`src/rtl/code_length_checker_idle_timer.sv`:
```
// idle_timer: free-running inactivity counter with synchronous clear and
// enable; raises expire combinationally while sitting on its terminal count.
module idle_timer #(
  parameter int unsigned W        = 24,
  parameter int unsigned TERMINAL = (1 << 24) - 1
) (
  input  logic hwclk,
  input  logic reset,
  input  logic clear,
  input  logic enable,
  output logic expire
);

  localparam logic [W-1:0] TC = W'(TERMINAL);

  logic [W-1:0] cnt_q;

  // Count idle cycles; parks on the terminal count until cleared.
  always_ff @(posedge hwclk) begin
    if (reset || clear) begin
      cnt_q <= '0;
    end else if (enable && (cnt_q != TC)) begin
      cnt_q <= cnt_q + W'(1);
    end
  end

  assign expire = enable && !clear && (cnt_q == TC);

endmodule

```
`config.mk`:
```
export PLATFORM = sky130hd
export DESIGN_NAME = idle_timer
export DESIGN_NICKNAME = d
export VERILOG_FILES = /design/src/rtl/code_length_checker_idle_timer.sv
export SDC_FILE = /design/constraint.sdc
export NUM_CORES = 1
export LEC_CHECK = 0
export CAP_MARGIN = 10
export CORE_MARGIN = 5
export CORE_UTILIZATION = 45
export CTS_BUF_LIST = sky130_fd_sc_hd__clkbuf_2 sky130_fd_sc_hd__clkbuf_4 sky130_fd_sc_hd__clkbuf_8
export DETAILED_ROUTE_END_ITERATION = 16
export GPL_TIMING_DRIVEN = 1
export SYNTH_ARGS = -nofsm -noshare
export SYNTH_HDL_FRONTEND = slang
export SYNTH_SLANG_ARGS = --single-unit
```
`constraint.sdc`:
```
create_clock -name hwclk -period 2.2 [get_ports hwclk]
set_input_delay 0.33 -clock hwclk [delete_from_list [all_inputs] [get_ports hwclk]]
set_output_delay 0.33 -clock hwclk [all_outputs]
set_load 0.03 [all_outputs]
```
---- After elaboration in Yosys (flattened, before gate mapping) ----
Index checks and enable logic that the tools add are counted.
storage, ports and cells
  register bits ........................... 24
  input port bits ......................... 4
cells by class
  $add $sub $neg .......................... 1
  equal/unequal tests ..................... 2
  reductions and logical operators ........ 5
operators by type and width
  operator                                       number
  adder 24 x 1 -> 24 bit, second input constant  1
  == test 24 bit, second input constant          1
  != test 24 bit, second input constant          1
  logical AND 1 bit                              3
  logical NOT 1 bit                              1
  logical OR 1 bit                               1

---- Longest topological paths before layout ----
Gate-level depths: netlist of run 1.
  depth after elaboration ................. 3
  depth in mapped cells ................... 7
  gate-level depth less buffers ........... 6

---- Least setup slack after synthesis of run 1 ----
Ideal clock, no wire load.
  path kind ............................... reg2out
  start ................................... register cnt_q[0]
  end ..................................... output port expire
  arrival time ............................ 2240 ps
  data required time ...................... 1870 ps
  path slack .............................. -370 ps
  stages on the path, launching flop included .. 6
  cell sequence ........................... dfxtp_1 ha_1 and2_1 nand3_1 or3_2 nor4_1
on the way
  cells in the longest elaborated chain, start to end .. 2
RTL lines
  element                 RTL line  text
  start, declared         16        logic [W-1:0] cnt_q;
  start signal, assigned  23        cnt_q <= cnt_q + W'(1);
  == test 24 bit          27        assign expire = enable && !clear && (cnt_q == TC);
  logical AND 1 bit       27
  end, declared           11        output logic expire
Every way passes these cells.

---- Worst setup path in the final report of run 1 ----
  start ................................... register cnt_q[1]
  end ..................................... output port expire
The elaborated chain is that of the path after synthesis.

==> results of run 1 <==
[per-layer routing]
layer  vias to the layer above  global-route usage  share of wire
li1                        582                   -              -
met1                       539              0.1855           0.49
met2                        15              0.2224           0.47
met3                         2             0.03853          0.035
met4                         0             0.02338         0.0063
met5                         -                   0              0
[where the power goes]
part | switching (mW) | leakage, nW | internal (mW)
Combinational | 0.0185 | 0.301 | 0.0140
Clock | 0.126 | 0.0210 | 0.101
Sequential | 0.000744 | 0.196 | 0.436
Total | 0.145 | 0.517 | 0.551
[path summary, 6_finish.rpt]
check,start,to
max,cnt_q[1],expire
min,cnt_q[5],cnt_q[5]
max reg2reg,cnt_q[12],cnt_q[15]
min reg2reg,cnt_q[5],cnt_q[5]
[tightest hold or removal path, delay by kind of cell, from the launching register on]
family          cells  cell delay, ns
compound gates      2            0.13
flops               1            0.35
[cell type report]
type                       instances  share of cell area
multi-input combinational        118              0.5387
sequential                        24              0.3239
clock buffer                       4             0.02415
timing repair buffer              16             0.08743
tap                               31             0.02581
[kinds of logic after synthesis]
family          Yosys count
fa+ha+maj                 1
flops                    24
simple gates             78
xor+xnor                 11
compound gates           28
buf+inv                   5
[per-stage QoR]
step	power (mW)	setup WS, ns	area [um^2]	instances	hold WS (ns)
after CTS	0.7040	0.06568	1493	193	0.5086
final	0.6958	0.09889	1503	193	0.5079
after global routing	0.7305	0.001592	1503	193	0.5367
after global placement	0.4766	-0.08799	1430	187	0.4833
after detailed placement	0.4768	-0.1293	1430	187	0.4875
after floorplan	0.4659	0.1087	1319	147	0.4688
[synth_stat cells]
cell,n
nor4_1,5
nor2_1,14
buf_6,2
dfxtp_1,24
nand3_1,10
or4_2,1
a21o_1,1
nand4_1,10
o21ai_0,6
o21ai_1,1
nand2_1,10
or3_2,2
and4_1,3
or4_4,1
o21a_1,1
a21oi_1,9
a2111o_1,1
o31ai_4,1
o31ai_1,1
nor3b_1,1
and2b_2,1
nor3_1,3
xnor2_1,7
a31o_2,2
nor2b_1,1
a21oi_2,1
and4b_1,1
a31oi_1,1
buf_4,1
and3_1,3
o31a_1,1
and2_1,2
or2_2,1
nor4_4,1
or4_1,1
nand4_4,2
ha_1,1
o211ai_1,1
buf_2,2
or3_1,4
nand2b_1,1
xor2_1,4
a21boi_0,1
[repair_timing]
item,in CTS,in global routing
pin swaps,1,0
setup buffers,2,0
endpoints found under the setup margin,1,1
gates resized for setup,6,3
==> metrics.cfg, run 1 <==
[sta]
timing.final.crit_share = 0.9551
skew_ns = 0.003338
rsz0062_at_grt = false
worstMarginPinSlew_ns = 0.5895
drv_slew = 0
fin_crit_ns = 2.101
hold_violations = 0
slew_headroom = 0.6056
finalSetupViolations = 0
fin_tns_setup_ns = 0
fmax_mhz = 475.9

[routing]
drtIter0Drc = 54
drt-wirelength-per-cell_um = 13.90
ant_nets = 0
drc = 0
drt_wl_total_mm = 2.682
via_per_inst = 5.896
drtPass1Iterations = 4
num_vias = 1138

[die]
initial_core_util = 0.4728
num_rows = 19
die_w_um = 63.83
fp.dieH_um = 63.83
core_area_mm2 = 0.002758
io_pins = 5
die_area_mm2 = 0.004074

[placement]
dp_hpwl_mm = 1.996
io_buffers = 4
gp_congestion = 0.7511

[power_and_ir_drop]
ir_drop_mv = 0.5157
leakage_nw = 0.5174
p_per_area_mw_per_mm2 = 463.0

[critical_path]
worstPathArrival_ns = 1.77
path_delay_family = simple AND/OR/NAND/NOR gates
crit_cells = 6
regToRegSetupSlack_ns = 0.28
criticalPathCategory = flip-flop to primary output
reg2reg_depth = 5
slowest_stage = dfxtp_2
worstPathCellList = ha_2, and2_1, nand3_2, or3_4, nor4_4, buf_6
cp_max_fo = 2
endpoint_kind = primary output
start_kind = flip-flop
cp.required_ns = 1.87
max_stage_delay_ns = 0.35
critPathBufInv = 1

[cts]
clkSlewWorstSetupHoldPaths_ns = 0.13
clock_latency_ns = 0.31
cts_tree = done
root_buffer = clkbuf_4
htreeDepth = 1
cts_buffers = 3
clk_path_buf_depth = 2
cts_hold_buffers = 0
clock_sinks = 24

[synthesis]
syn_nets = 152
yosysTopAreaCell = dfxtp_1
syn_area_mm2 = 0.001304
synth_top_family_by_area = simple AND/OR/NAND/NOR gates
synth_compound_area_frac = 0.1468
synth_adder_area_share = 0.009597
yosysWarnings = 0
synth.distinct_cells = 43
syn_inst = 147
synth.area.mux_share = 0
synth-xor-area-share = 0.07390
yosys.area_share.simple = 0.3704
ys_seq_area_frac = 0.3685
synth_area_leaders = dfxtp_1 (37%), nand4_1 (4.8%), xnor2_1 (4.7%)
postSynthAreaPerCell_um2 = 8.869
ys_seq_elements = 24
netlist.area_leader.share = 0.3685

[hold_path]
hold_path_class = flip-flop to flip-flop
hold_depth = 2

[global_routing]
track_usage = 0.1379
grt_pass1_vias = 1040
grt_max_degree = 21
antenna_found_initial = 0
grt_pass1_wl_mm = 4.692
gr-total-overflow = 0

[layout]
layout_common_cells = dfxtp_1 (19), nor2_1 (14), buf_4 (12)
top_regs = cnt_q: 24 flops
seq_area_um2 = 486.7
final_core_util = 0.5449
multiInputGateArea_um2 = 809.5
top_register = cnt_q
final_nets = 168
fillCellCount = 270
diodes = 0
layout_commonest_cell = dfxtp_1
largest_reg_flops = 24
layout-drive-gt1-share = 0.2346
syn_to_final_growth_pct = 15.26

[flow_run]
max-cap-violations = 0

[outcome]
status = completed

(Power assumes the default switching activity.)
==> run 2: changes to the inputs <==
--- a/config.mk
+++ b/config.mk
@@ -10,6 +10,7 @@
 export CORE_UTILIZATION = 45
 export CTS_BUF_LIST = sky130_fd_sc_hd__clkbuf_2 sky130_fd_sc_hd__clkbuf_4 sky130_fd_sc_hd__clkbuf_8
 export DETAILED_ROUTE_END_ITERATION = 16
+export DONT_BUFFER_PORTS = 1
 export GPL_TIMING_DRIVEN = 1
 export SYNTH_ARGS = -nofsm -noshare
 export SYNTH_HDL_FRONTEND = slang
==> run 2 against run 1 <==
  * Utilization shrank 1.5 points
  * Critical path depth is the same
  * Hold slack got worse by 0.31 ns
  * Clock-buffer cell count unchanged
  * Clock skew increased by 0.0034 ns
  * Setup slack lost 0.078 ns
  * Sequential share of layout area increased by 1.1 points
  * Largest cell class unchanged
  * Largest power group unchanged
==> metrics.cfg, run 2 (same netlist as run 1, synthesis figures left out) <==
[outcome]
status = completed

[routing]
drtPass1Iterations = 4
drc = 0
drt_wl_total_mm = 2.828
drt-wirelength-per-cell_um = 15.29
num_vias = 1126
ant_nets = 0
via_per_inst = 6.086
drtIter0Drc = 63

[sta]
fin_crit_ns = 2.179
fin_tns_setup_ns = 0
finalSetupViolations = 0
worstMarginPinSlew_ns = 0.5794
drv_slew = 0
hold_violations = 0
skew_ns = 0.006740
rsz0062_at_grt = true
fmax_mhz = 458.9
timing.final.crit_share = 0.9905
slew_headroom = 0.6123

[flow_run]
max-cap-violations = 0

[global_routing]
gr-total-overflow = 0
met2_usage = 0.2513
grt_pass1_wl_mm = 5.016
track_usage = 0.1499
grt_max_degree = 22
grt_pass1_vias = 1102
grtUsageMet3 = 0.02277
antenna_found_initial = 0
busiest_layer = met2
use_met1 = 0.1923

[hold_path]
min_from = enable
hold_path_class = input pin to flip-flop

[critical_path]
max_stage_delay_ns = 0.38
startpoint = cnt_q[0]
critPathBufInv = 1
worstPathArrival_ns = 1.85
r2r_start = cnt_q[21]
slowest_stage = dfxtp_2
cp_max_fo = 4
path_delay_family = simple AND/OR/NAND/NOR gates
cp.required_ns = 1.87
endpoint_kind = primary output
start_kind = flip-flop
worstPathCellList = ha_4, and2_4, nand3_4, or3_4, nor4_4, buf_6
criticalPathCategory = flip-flop to primary output

[power_and_ir_drop]
ir_drop_mv = 0.2832
leakage_nw = 0.4838
p_per_area_mw_per_mm2 = 479.8
p_total_uw = 700.6

[die]
initial_core_util = 0.4728
num_rows = 19
die_area_mm2 = 0.004074
die_w_um = 63.83
fp.dieH_um = 63.83
io_pins = 5
core_area_mm2 = 0.002758

[layout]
layout-drive-gt1-share = 0.2403
fillCellCount = 268
multiInputGateArea_um2 = 832.0
final_nets = 160
layout_common_cells = dfxtp_1 (17), nor2_1 (14), nand4_1 (10), nand2_1 (10)
seq_area_um2 = 489.2
diodes = 0
syn_to_final_growth_pct = 12.00
layout_commonest_cell = dfxtp_1
top_register = cnt_q
top_regs = cnt_q: 24 flops
largest_reg_flops = 24

[placement]
gp_congestion = 0.8087
io_buffers = 0
dp_hpwl_mm = 2.014

[cts]
clock_sinks = 24
cts_hold_buffers = 0
cts_tree = done
root_buffer = clkbuf_4
clk_path_buf_depth = 2
htreeDepth = 1
clkSlewWorstSetupHoldPaths_ns = 0.14
clock_latency_ns = 0.32
cts_buffers = 3

[run 2: cell count changes in the layout (fill, tap and decap cells not counted), sizes merged]
cell           change
clkdlybuf4s50      -3
buf                -5
[run 2: per-stage QoR]
step                      utilization  cells  setup WS [ns]  hold WS, ns  area, um^2
final                          0.5295    185        0.02081       0.1959        1460
after global routing           0.5295    185       -0.03909       0.2092        1460
after CTS                      0.5277    185      -0.002037       0.1839        1455
after detailed placement       0.4968    180         0.1303       0.4895        1370
after global placement         0.4968    180         0.1636       0.4876        1370
after floorplan                     -    147         0.1087       0.4688        1319
[run 2: layout make-up]
cell class | count | share of cell area
Multi-Input combinational cell | 118 | 0.5698
Sequential cell | 24 | 0.3350
Timing Repair Buffer | 8 | 0.04370
Tap cell | 31 | 0.02656
Clock buffer | 4 | 0.02485
[run 2: routing by layer]
metal | part of all wire | wire length, um
met1 | 0.49 | 1376
met2 | 0.47 | 1334
met4 | 0.011 | 31
met3 | 0.030 | 85
met5 | 0 | 0
[run 2: worst paths after layout]
kind | end | slack (ns) | cells after the start
hold reg to reg | cnt_q[5] | 0.52 | 2
setup reg to reg | cnt_q[0] | 0.27 | 5
setup / recovery | expire | 0.02 | 6
hold / removal | cnt_q[16] | 0.20 | 2
[run 2: power breakdown]
part	internal, mW	switching [mW]
logic	0.00612	0.0138
registers	0.436	0.00134
clock network	0.101	0.142
total	0.543	0.157
[run 2: repair_timing]
| item | 4_1_cts | 5_1_grt |
|---|---|---|
| resized for setup | 13 | 2 |
| setup endpoints to repair | 1 | 1 |
| setup buffers | 1 | 0 |
| pin swaps | 1 | 0 |
[run 2: worst reg2reg max path: cells and delay by family, from the launching register on]
| family | cells | cell delay (ns) |
|---|---|---|
| XOR/XNOR | 1 | 0.20 |
| flip-flops | 1 | 0.45 |
| AO/OA/AOI/OAI | 1 | 0.33 |
| AND/OR/NAND/NOR | 3 | 0.86 |
==> run 3: changes to the inputs <==
--- a/config.mk
+++ b/config.mk
@@ -7,8 +7,9 @@
 export LEC_CHECK = 0
 export CAP_MARGIN = 10
 export CORE_MARGIN = 5
-export CORE_UTILIZATION = 45
+export CORE_UTILIZATION = 36
 export CTS_BUF_LIST = sky130_fd_sc_hd__clkbuf_2 sky130_fd_sc_hd__clkbuf_4 sky130_fd_sc_hd__clkbuf_8
+export CTS_CLUSTER_DIAMETER = 30
 export DETAILED_ROUTE_END_ITERATION = 16
 export DONT_BUFFER_PORTS = 1
 export GPL_TIMING_DRIVEN = 1
==> run 3 against run 2 <==
  * Wire length is 5.1% lower
  * Largest power group unchanged
  * Fmax fell by 0.36%
  * Clock skew is 0.00059 ns higher
  * Via count decreased by 2.8%
  * Sequential power hardly changed
  * Critical path type unchanged
  * Cell count increased by 8.1%
  * Combinational power rose by 5%
==> metrics.cfg, run 3 (same netlist as run 1, synthesis figures left out) <==
[outcome]
status = completed

[routing]
drt_wl_total_mm = 2.684
via_per_inst = 5.470
drc = 0
num_vias = 1094
ant_nets = 0
drtIter0Drc = 66
drt-wirelength-per-cell_um = 13.42
drtPass1Iterations = 4

[critical_path]
critPathBufInv = 1
worstPathArrival_ns = 1.86
rr_endpoint = cnt_q[15]
criticalPathCategory = flip-flop to primary output
slowest_stage = dfxtp_2
start_kind = flip-flop
cp_max_fo = 4
r2r_start = cnt_q[8]
worstPathCellList = ha_4, and2_4, nand3_4, or3_4, nor4_4, buf_4
max_stage_delay_ns = 0.38
crit_end = expire
reg2reg_depth = 5
regToRegSetupSlack_ns = 0.24
startpoint = cnt_q[0]
path_delay_family = simple AND/OR/NAND/NOR gates
endpoint_kind = primary output
cp.required_ns = 1.87
crit_cells = 6

[die]
initial_core_util = 0.3817
num_rows = 21
fp.dieH_um = 70.18
io_pins = 5
die_area_mm2 = 0.004925
die_w_um = 70.18
core_area_mm2 = 0.003416

[layout]
layout_common_cells = dfxtp_1 (17), nor2_1 (14), nand4_1 (10), nand2_1 (10)
diodes = 0
top_regs = cnt_q: 24 flops
largest_reg_flops = 24
layout_commonest_cell = dfxtp_1
fin_cells = 200
layout-drive-gt1-share = 0.2403
finalInstanceArea_mm2 = 0.001493
syn_to_final_growth_pct = 14.49
top_register = cnt_q
fillCellCount = 345
final_nets = 160

[cts]
clock_latency_ns = 0.32
clkSlewWorstSetupHoldPaths_ns = 0.14
htreeDepth = 1
root_buffer = clkbuf_4
clk_path_buf_depth = 2
cts_hold_buffers = 0
cts_tree = done
cts_buffers = 3
clock_sinks = 24

[sta]
hold_violations = 0
drv_slew = 0
fin_crit_ns = 2.187
worstMarginPinSlew_ns = 0.4953
worst_slack_ns = 0.01290
rsz0062_at_grt = true
slew_headroom = 0.6674
skew_ns = 0.007326
timing.final.crit_share = 0.9941
fin_tns_setup_ns = 0
fmax_mhz = 457.2
finalSetupViolations = 0

[placement]
placed_cells = 195
gp_congestion = 0.8335
placed_cell_area_mm2 = 0.001389
dp_hpwl_mm = 1.924
pre_cts_ws_ns = 0.1707
io_buffers = 0

[power_and_ir_drop]
p_per_area_mw_per_mm2 = 520.2
leakage_nw = 0.4895
ir_drop_mv = 0.4230
p_total_uw = 776.6

[hold_path]
min_from = enable
hold_path_class = input pin to flip-flop

[global_routing]
antenna_found_initial = 0
grt_pass1_vias = 1057
gr-total-overflow = 0
track_usage = 0.1212
grt_max_degree = 22
grt_pass1_wl_mm = 4.912

[flow_run]
max-cap-violations = 0

-- run 3: changes by cell type in the layout (fill, tap and decap cells not counted), sizes merged --
cell    change
bufinv      +1
clkbuf      -1
-- run 3: metal layers --
layer  up-vias  routed length (um)  GRT usage
met5         -                   0          0
li1        565                   -          -
met4         0                  12    0.01915
met3         2                  98    0.04017
met2        16                1234     0.1857
met1       511                1338     0.1681
-- run 3: stage by stage --
step           utilization  hold WS [ns]
6_report            0.4370        0.1987
5_1_grt             0.4370        0.1880
4_1_cts             0.4275        0.1873
3_5_place_dp        0.4066        0.5039
3_3_place_gp        0.4066        0.4876
2_1_floorplan            -        0.4688
-- run 3: cell type report --
class                           count  area [um^2]  area share
Tap cell                           46        57.56     0.03856
Clock buffer                        3        22.52     0.01509
Clock inverter                      1        30.03     0.02012
Timing Repair Buffer                8        60.06     0.04023
Sequential cell                    24        491.7      0.3294
Multi-Input combinational cell    118        830.8      0.5566
-- run 3: where the power goes --
group	total (mW)	switching, mW	internal (mW)	leakage (nW)
registers	0.436	0.00133	0.435	0.197
clock network	0.320	0.135	0.184	0.0279
logic	0.0208	0.0137	0.00718	0.264
total	0.777	0.150	0.626	0.490
-- run 3: worst min path at each step --
stage / to / slack (ns) / depth (start not counted)
global route: cnt_q[16] / 0.19 / 2
CTS: cnt_q[16] / 0.19 / 2
global placement: cnt_q[5] / 0.49 / 2
floorplan: cnt_q[5] / 0.47 / 2
detailed placement: cnt_q[5] / 0.50 / 2
finish: cnt_q[16] / 0.20 / 2
-- run 3: what timing repair did --
item / CTS / global route
hold endpoints to repair: 0 / 0
setup endpoints to repair: 1 / 1
setup buffers: 0 / 1
resized for setup: 8 / 7
-- run 3: worst register-to-register path, cell delays in order, from the launching register on --
cell	delay, ns
dfxtp_1	0.48
nand4_4	0.18
nor4_4	0.52
a21o_1	0.41
o21ai_0	0.16
a21oi_1	0.14
